### src/rtl/dm_cache_ctrl.sv
// Controller for a direct-mapped, write-back data cache: sweeps the tag store
// after reset, serves hits, and moves whole lines to and from main memory.
module dm_cache_ctrl #(
    parameter int ADDR_W  = 32,
    parameter int INDEX_W = 4,
    parameter int LINE_W  = 128,
    parameter int TAG_W   = 24
) (
    input  logic                clk,
    input  logic                reset,
    input  logic                cpu_valid,
    input  logic                cpu_rw,
    input  logic [ADDR_W-1:0]   cpu_addr,
    input  logic [31:0]         cpu_wdata,
    output logic                cpu_ready,
    output logic [31:0]         cpu_rdata,
    output logic                mem_valid,
    output logic                mem_rw,
    output logic [ADDR_W-1:0]   mem_addr,
    output logic [LINE_W-1:0]   mem_wdata,
    input  logic                mem_ready,
    input  logic [LINE_W-1:0]   mem_rdata,
    output logic [INDEX_W-1:0]  tag_index,
    output logic                tag_we,
    output logic [TAG_W+1:0]    tag_wdata,
    input  logic [TAG_W+1:0]    tag_rdata,
    output logic [INDEX_W-1:0]  data_index,
    output logic                data_we,
    output logic [LINE_W-1:0]   data_wdata,
    input  logic [LINE_W-1:0]   data_rdata
);

    localparam int OFF_W = ADDR_W - INDEX_W - TAG_W;

    typedef enum logic [2:0] {INIT, IDLE, COMPARE, WRITE_BACK, ALLOCATE} state_t;

    state_t              state, next_state;
    logic [INDEX_W-1:0]  init_cnt;
    logic                req_rw;
    logic [ADDR_W-1:0]   req_addr;
    logic [31:0]         req_wdata;

    logic [TAG_W-1:0]    req_tag;
    logic [INDEX_W-1:0]  req_index;
    logic [1:0]          word_sel;
    logic [6:0]          word_base;
    logic                stored_valid, stored_dirty, hit;
    logic [TAG_W-1:0]    stored_tag;
    logic [LINE_W-1:0]   merged_line;
    logic                unused_addr_bits;

    assign unused_addr_bits = ^{req_addr[1:0]};

    always_ff @(posedge clk or negedge reset) begin
        if (!reset) begin
            state     <= INIT;
            init_cnt  <= '0;
            req_rw    <= 1'b0;
            req_addr  <= '0;
            req_wdata <= '0;
        end else begin
            state <= next_state;
            if (state == INIT)
                init_cnt <= init_cnt + 1'b1;
            if (state == IDLE && cpu_valid) begin
                req_rw    <= cpu_rw;
                req_addr  <= cpu_addr;
                req_wdata <= cpu_wdata;
            end
        end
    end

    assign req_tag      = req_addr[ADDR_W-1 -: TAG_W];
    assign req_index    = req_addr[OFF_W +: INDEX_W];
    assign word_sel     = req_addr[3:2];
    assign word_base    = {word_sel, 5'b0};
    assign stored_valid = tag_rdata[TAG_W+1];
    assign stored_dirty = tag_rdata[TAG_W];
    assign stored_tag   = tag_rdata[TAG_W-1:0];
    assign hit          = stored_valid && (stored_tag == req_tag);
    assign data_index   = tag_index;

    always_comb begin
        merged_line = data_rdata;
        merged_line[word_base +: 32] = req_wdata;
    end

    // Every strobe is forced low while reset is held so nothing escapes mid-reset.
    always_comb begin
        next_state = state;
        cpu_ready  = 1'b0;
        cpu_rdata  = '0;
        mem_valid  = 1'b0;
        mem_rw     = 1'b0;
        mem_addr   = '0;
        mem_wdata  = '0;
        tag_index  = req_index;
        tag_we     = 1'b0;
        tag_wdata  = '0;
        data_we    = 1'b0;
        data_wdata = '0;
        if (reset) begin
            case (state)
                INIT: begin
                    tag_index = init_cnt;
                    tag_we    = 1'b1;
                    if (init_cnt == {INDEX_W{1'b1}})
                        next_state = IDLE;
                end
                IDLE: begin
                    if (cpu_valid)
                        next_state = COMPARE;
                end
                COMPARE: begin
                    if (hit) begin
                        cpu_ready  = 1'b1;
                        next_state = IDLE;
                        if (req_rw) begin
                            data_we    = 1'b1;
                            data_wdata = merged_line;
                            tag_we     = 1'b1;
                            tag_wdata  = {1'b1, 1'b1, req_tag};
                        end else begin
                            cpu_rdata = data_rdata[word_base +: 32];
                        end
                    end else if (stored_valid && stored_dirty) begin
                        next_state = WRITE_BACK;
                    end else begin
                        next_state = ALLOCATE;
                    end
                end
                WRITE_BACK: begin
                    mem_valid = 1'b1;
                    mem_rw    = 1'b1;
                    mem_addr  = {stored_tag, req_index, {OFF_W{1'b0}}};
                    mem_wdata = data_rdata;
                    if (mem_ready)
                        next_state = ALLOCATE;
                end
                ALLOCATE: begin
                    mem_valid = 1'b1;
                    mem_addr  = {req_tag, req_index, {OFF_W{1'b0}}};
                    if (mem_ready) begin
                        data_we    = 1'b1;
                        data_wdata = mem_rdata;
                        tag_we     = 1'b1;
                        tag_wdata  = {1'b1, 1'b0, req_tag};
                        next_state = COMPARE;
                    end
                end
                default: next_state = INIT;
            endcase
        end
    end

endmodule

### config.mk
export PLATFORM = sky130hd
export DESIGN_NAME = dm_cache_ctrl
export DESIGN_NICKNAME = d
export VERILOG_FILES = /design/src/rtl/dm_cache_ctrl.sv
export SDC_FILE = /design/constraint.sdc
export NUM_CORES = 1
export LEC_CHECK = 0
export CORE_AREA = 2 2 275 277
export DETAILED_ROUTE_END_ITERATION = 16
export DIE_AREA = 0 0 277 279
export PLACE_DENSITY = 0.46
export SYNTH_ARGS = -nofsm -noshare
export SYNTH_HDL_FRONTEND = slang
export SYNTH_SLANG_ARGS = --single-unit
### constraint.sdc
create_clock -name clk -period 3.6 [get_ports clk]
set_input_delay 0.72 -clock clk [delete_from_list [all_inputs] [get_ports clk]]
set_output_delay 0.72 -clock clk [all_outputs]
set_load 0.01 [all_outputs]
==> flow_summary.ini, run 1 <==
[clocking]
h-tree-depth = 3
cts-buffers-inserted = 9
clockBufferDepth = 2
path_clk_slew_ns = 0.07
postCtsHoldBufs = 0
clock_sink_count = 70
insertion_delay_ns = 0.39
cts_tree = yes
cts-root-buf = clkbuf_16

[timing]
setup_viol = 0
tns_ns = 0
post-route-min-period_ns = 3.493
max_freq_mhz = 286.3
worstMarginPinSlew_ns = 0.7545
drv_slew = 0
fin_crit_sh_pct = 97.03
rsz0062_at_grt = true
slew_headroom_pct = 49.70
hold_slack_ns = 0.1414
clock_skew_ns = 0.01617
hold_viol = 0

[die]
die-area_mm2 = 0.07728
start_util_pct = 11.37
rows = 100
io_pins = 710
fp.coreArea_mm2 = 0.07407
die_y_um = 279
die-width_um = 277

[synthesis]
synth-simple-area-share_pct = 31.12
synth_top_family_by_area = simple AND/OR/NAND/NOR gates
synthAdderAreaFrac_pct = 0.8914
synthXorXnorAreaFrac_pct = 2.288
yosysSeqAreaShare_pct = 20.80
synth_common_cells = 148 x nand2_1, 133 x a21oi_1, 131 x o21ai_0, 129 x and2_1, 128 x nor2b_1
ys_ff_latch = 70
ys_types = 43
synthMuxAreaShare_pct = 16.85
ys_async_sr_fraction_pct = 100.0
synth_largest_area_cell = dfrtp_1
synthTopCellsByArea = dfrtp_1 21%, and2_1 9.6%, nor2b_1 9.5%, mux4_2 8.6%, mux2_2 8.3%
synth_top_area_share_pct = 20.80
ys_warn_count = 0
ys.flop_type = dfrtp_1
syn_avg_cell_area_um2 = 7.553
netlist_instances = 1115
synth-edff-count = 0
syn-cell-area_mm2 = 0.008422
synth_compound_area_share_pct = 21.79
yosysMostFrequentCell = nand2_1

[critical_path]
cp.arrival_ns = 2.77
path_cells = clkdlybuf4s15_1, xnor2_2, o221ai_2, a2111oi_4, nand4_1, buf_4, buf_6, buf_16, o21ai_2, clkdlybuf4s15_2
reg2reg_slack_ns = 1.43
crit_slowest_cell = a2111oi_4
startpoint_type = primary input
crit_type = in2out
cp-end-kind = output pin
required_ns = 2.88
worst-path-max-fanout = 11
cpPeakStageDelay_ns = 0.31
cp_num_buf_inv = 5
crit_family = buffers and inverters

[detailed_routing]
ant_nets = 0
drt_iter0_drc = 593
routedWlPerCell_um = 25.89
firstDrtPassIters = 5
vias_per_cell = 4.161
drt-total-wl_um = 72650
drt_drc_violations_left = 0
routed-via-count = 11680

[power_and_ir_drop]
power.density_mw_per_mm2 = 471.2
leakage_uw = 0.007020
power.total_uw = 8337
peakVddDrop_uv = 361.5

[global_route]
grt_max_degree = 91
antenna_found_initial = 11
grt_use_total_pct = 17.98
grt_pass1_vias = 12340
grt_overflow = 0
grt_pass1_wl_um = 97950

[layout]
fin_nets = 2189
postLayoutCoreUtil_pct = 23.89
drive_gt1_share_pct = 25.75
diodes = 0
syn_to_final_growth_pct = 110.1

[placement]
hpwl_um = 50930
gp_congestion = 0.8956
placement.io_buffers = 703

[status]
outcome = finished clean

[worst_hold_path]
min_path_type = in2async

[flow_run]
maxCapViolations = 0
==> logic make-up (layout without fill, tap and decap cells) <==
logic type | after synthesis | in the layout
other cells | 1 | 4
simple gates | 473 | 473
mux | 94 | 94
buf+inv | 123 | 842
compound gates | 326 | 326
xor+xnor | 22 | 22
flops | 70 | 70
fa+ha+maj | 6 | 6
==> sequential cells by signal (all words and copies together) (netlist names) <==
signal	flops
state	3
init_cnt	4
req_addr	30
req_wdata	32
req_rw	1
==> layout make-up <==
class / instances / area, um2
fillers: 8103 / 56380
flip-flops and latches: 70 / 1757
clock inverters: 7 / 71.32
clock buffers: 9 / 225.2
repair buffers: 815 / 7866
inverters: 11 / 41.29
multi-input cells: 925 / 6519
well taps: 969 / 1212
==> report_power, final <==
part           internal [uW]  total, uW  switching [uW]
clock network            495       1020             523
registers               1200       1820             624
logic                   2630       5500            2870
total                   4320       8340            4020
==> worst reg2reg max path: cells and delay by family, from the launching register on <==
family	cells	cell delay [ns]
xor+xnor	1	0.26
simple gates	1	0.09
compound gates	3	0.76
flops	1	0.46
buf+inv	3	0.49
==> metal layers <==
| layer | track usage, % | part of all wire [%] |
|---|---|---|
| met5 | 0 | 0.037 |
| met1 | 21.07 | 41 |
| met2 | 32.27 | 50 |
| met4 | 6.327 | 3.3 |
| met3 | 3.774 | 6.0 |
==> placed cells by master (no fill, tap or decap), types with 6 or more instances in the layout <==
| cell | count |
|---|---|
| clkdlybuf4s50_1 | 484 |
| nand2_1 | 148 |
| a21oi_1 | 133 |
| buf_2 | 132 |
| and2_1 | 129 |
| nor2b_1 | 128 |
| buf_4 | 72 |
| dfrtp_1 | 68 |
| o21ai_1 | 65 |
| mux2_2 | 62 |
| o21ai_0 | 37 |
| mux4_2 | 32 |
| o21ai_2 | 31 |
| clkdlybuf4s15_2 | 29 |
| a22o_1 | 25 |
| nor3b_1 | 24 |
| dlygate4sd2_1 | 24 |
| buf_12 | 24 |
| clkdlybuf4s15_1 | 14 |
| a21boi_1 | 13 |
| xnor2_1 | 12 |
| inv_1 | 11 |
| clkbuf_16 | 11 |
| buf_16 | 10 |
| nor3b_2 | 8 |
| buf_6 | 7 |
| clkbuf_2 | 7 |
| nand4_1 | 6 |
| and3_1 | 6 |
==> what timing repair did <==
item / 4_1_cts / 5_1_grt
resized for setup: 862 / 77
pin swaps: 13 / 9
setup buffers: 11 / 0
cloned: 13 / 3
endpoints found under the setup margin: 189 / 182
==> per-stage QoR <==
stage,cells,setup slack [ns],cell area [um2]
2_1_floorplan,1118,0.4432,8433
3_3_place_gp,2764,-0.7745,17200
3_5_place_dp,2764,-0.8049,17200
4_1_cts,2803,-0.008315,17680
5_1_grt,2806,-0.04879,17690
6_report,2806,0.1068,17690
==> worst paths after layout <==
| check | start | endpoint | depth (start not counted) |
|---|---|---|---|
| worst max-delay path | tag_rdata[1] | data_wdata[103] | 10 |
| worst min-delay path | reset | req_rw | 1 |
| worst max register to register | req_addr[9] | state[0] | 8 |
| worst min register to register | init_cnt[3] | init_cnt[3] | 1 |
| max in group asynchronous | reset | req_wdata[19] | 2 |
| min in group clk | init_cnt[3] | init_cnt[3] | 1 |
(Power assumes the default switching activity.)
==> inputs of run 2 (changes only) <==
- ABC_AREA: unset -> 0
- CORE_AREA: 2 2 275 277 -> 2 2 279 281
- DIE_AREA: 0 0 277 279 -> 0 0 281 283
- PLACE_DENSITY: 0.46 -> 0.45
- SKIP_LAST_GASP: unset -> 1
- clock period: 3.6 -> 4.29 ns (I/O delays scaled with it)
==> run 2 against run 1 <==
Net effect: the run now ends with setup timing left; setup slack lost 0.31 ns; cell area grew 0.26%; total power shrank 21%; critical endpoint is now data_wdata[44]; largest cell class unchanged.
==> flow_summary.ini, run 2 (synthesis results as in run 1) <==
[status]
outcome = finished with violations
violations = setup timing

[layout]
instances_no_fill = 2851
layout_common_cells = 514 x clkdlybuf4s50_1, 148 x nand2_1, 133 x a21oi_1, 129 x and2_1, 128 x nor2b_1
reg_top3 = req_wdata: 32 flops, req_addr: 30 flops, init_cnt: 4 flops
max_flop_register = req_wdata
fin_nets = 2157
syn_to_final_growth_pct = 110.6
layout_commonest_cell = clkdlybuf4s50_1
fill_cells = 8429
largest_reg_flops = 32
drive_gt1_share_pct = 14.18

[clocking]
cts-root-buf = clkbuf_16
clock_sink_count = 70
cts-buffers-inserted = 9
cts_tree = yes
path_clk_slew_ns = 0.08
insertion_delay_ns = 0.38
h-tree-depth = 3
clockBufferDepth = 2

[timing]
hold_viol = 0
setup_ws_ns = -0.1995
post-route-min-period_ns = 4.490
worstMarginPinSlew_ns = 0.8517
slew_headroom_pct = 43.22
setup_viol = 3
tns_ns = -0.3711
rsz0062_at_grt = true
drv_slew = 0
max_freq_mhz = 222.7
clock_skew_ns = 0.01362
fin_crit_sh_pct = 104.7

[critical_path]
path_cells = clkdlybuf4s50_1, xnor2_2, o221ai_2, a2111oi_4, nand4_1, buf_4, buf_4, buf_6, bufbuf_16, o21ai_1, clkdlybuf4s50_1
cp_num_buf_inv = 6
worst-path-max-fanout = 27
cp-end-kind = output pin
crit_type = in2out
crit_family = buffers and inverters
cpPeakStageDelay_ns = 0.54
r2r_cells = 8
required_ns = 3.43
crit_slowest_cell = clkdlybuf4s50_1
startpoint_type = primary input
cp.arrival_ns = 3.63
cp_num_cells = 11

[detailed_routing]
drt-total-wl_um = 70450
routed-via-count = 11440
drt_drc_violations_left = 0
ant_nets = 0
drt_iter0_drc = 513
firstDrtPassIters = 5
routedWlPerCell_um = 24.71
vias_per_cell = 4.014

[global_route]
antenna_found_initial = 11
grt_overflow = 0
grt_use_total_pct = 16.51
grt_pass1_vias = 11970
grt_pass1_wl_um = 93130
grt_max_degree = 80

[die]
io_pins = 710
start_util_pct = 10.98
die_y_um = 283
rows = 102
fp.coreArea_mm2 = 0.07670
die-width_um = 281
die-area_mm2 = 0.07952

[power_and_ir_drop]
peakVddDrop_uv = 286.6
leakage_uw = 0.008514
power.density_mw_per_mm2 = 373.4

[placement]
preCtsSetupSlack_ns = -0.5162
placedCellCount = 2817
hpwl_um = 51500
placement.io_buffers = 703
gp_congestion = 0.8959

[flow_run]
maxCapViolations = 0

[worst_hold_path]
min_path_type = in2async
## run 2: final cells by class
cell class,instances,area [um2],area share (%)
inverter,11,41.29,0.2328
antenna,6,15.01,0.08464
timing repair buffer,783,7995,45.07
sequential,70,1757,9.903
clock buffer,9,225.2,1.270
clock inverter,7,78.83,0.4444
multi-input combinational,925,6325,35.66
tap,1040,1301,7.336
## run 2: layer usage
layer	wire (um)	track usage, %	vias to the layer above
li1	-	-	5250
met1	28410	19.45	5527
met2	34920	29.06	596
met3	5304	4.090	69
met4	1806	5.348	2
met5	10	0	-
## run 2: worst register-to-register path, stage by stage, from the launching register on
cell       delay, ns
dfrtp_1         0.47
xnor2_2         0.25
o221ai_2        0.15
a2111oi_4       0.31
buf_4           0.16
buf_4           0.10
nand4_4         0.11
buf_6           0.21
a31o_2          0.26
## run 2: report_power, final
group	leakage (uW)	internal [uW]	switching (uW)
sequential	0.000833	1000	557
combinational	0.00754	2000	2190
clock	0.000139	459	414
## run 2: metrics by stage
step,utilization (%),hold WS [ns],power [uW],area [um2]
final,23.13,0.3145,6623,17740
after global routing,23.12,0.2875,7028,17730
after CTS,22.66,0.2737,6741,17380
after detailed placement,22.21,0.5136,5801,17040
after global placement,22.21,0.5018,5777,17040
after floorplan,-,0.4637,3546,8433
## run 2: repair_timing
item                       in CTS  in global routing
pin swaps                       1                  1
buffers inserted                2                  5
setup endpoints to repair     189                154
gates resized for setup        92                208
hold buffers                    0                  0
gates cloned                    2                  3
## run 2: path summary, 6_finish.rpt
path / from / endpoint / slack [ns]
worst max register to register: req_addr[9] / state[1] / 2.16
worst min-delay path: reset / state[0] / 0.31
max in group asynchronous: reset / req_addr[10] / 2.43
worst min register to register: init_cnt[3] / init_cnt[3] / 0.52
min in group clk: init_cnt[3] / init_cnt[3] / 0.52
worst max-delay path: tag_rdata[1] / data_wdata[44] / -0.20
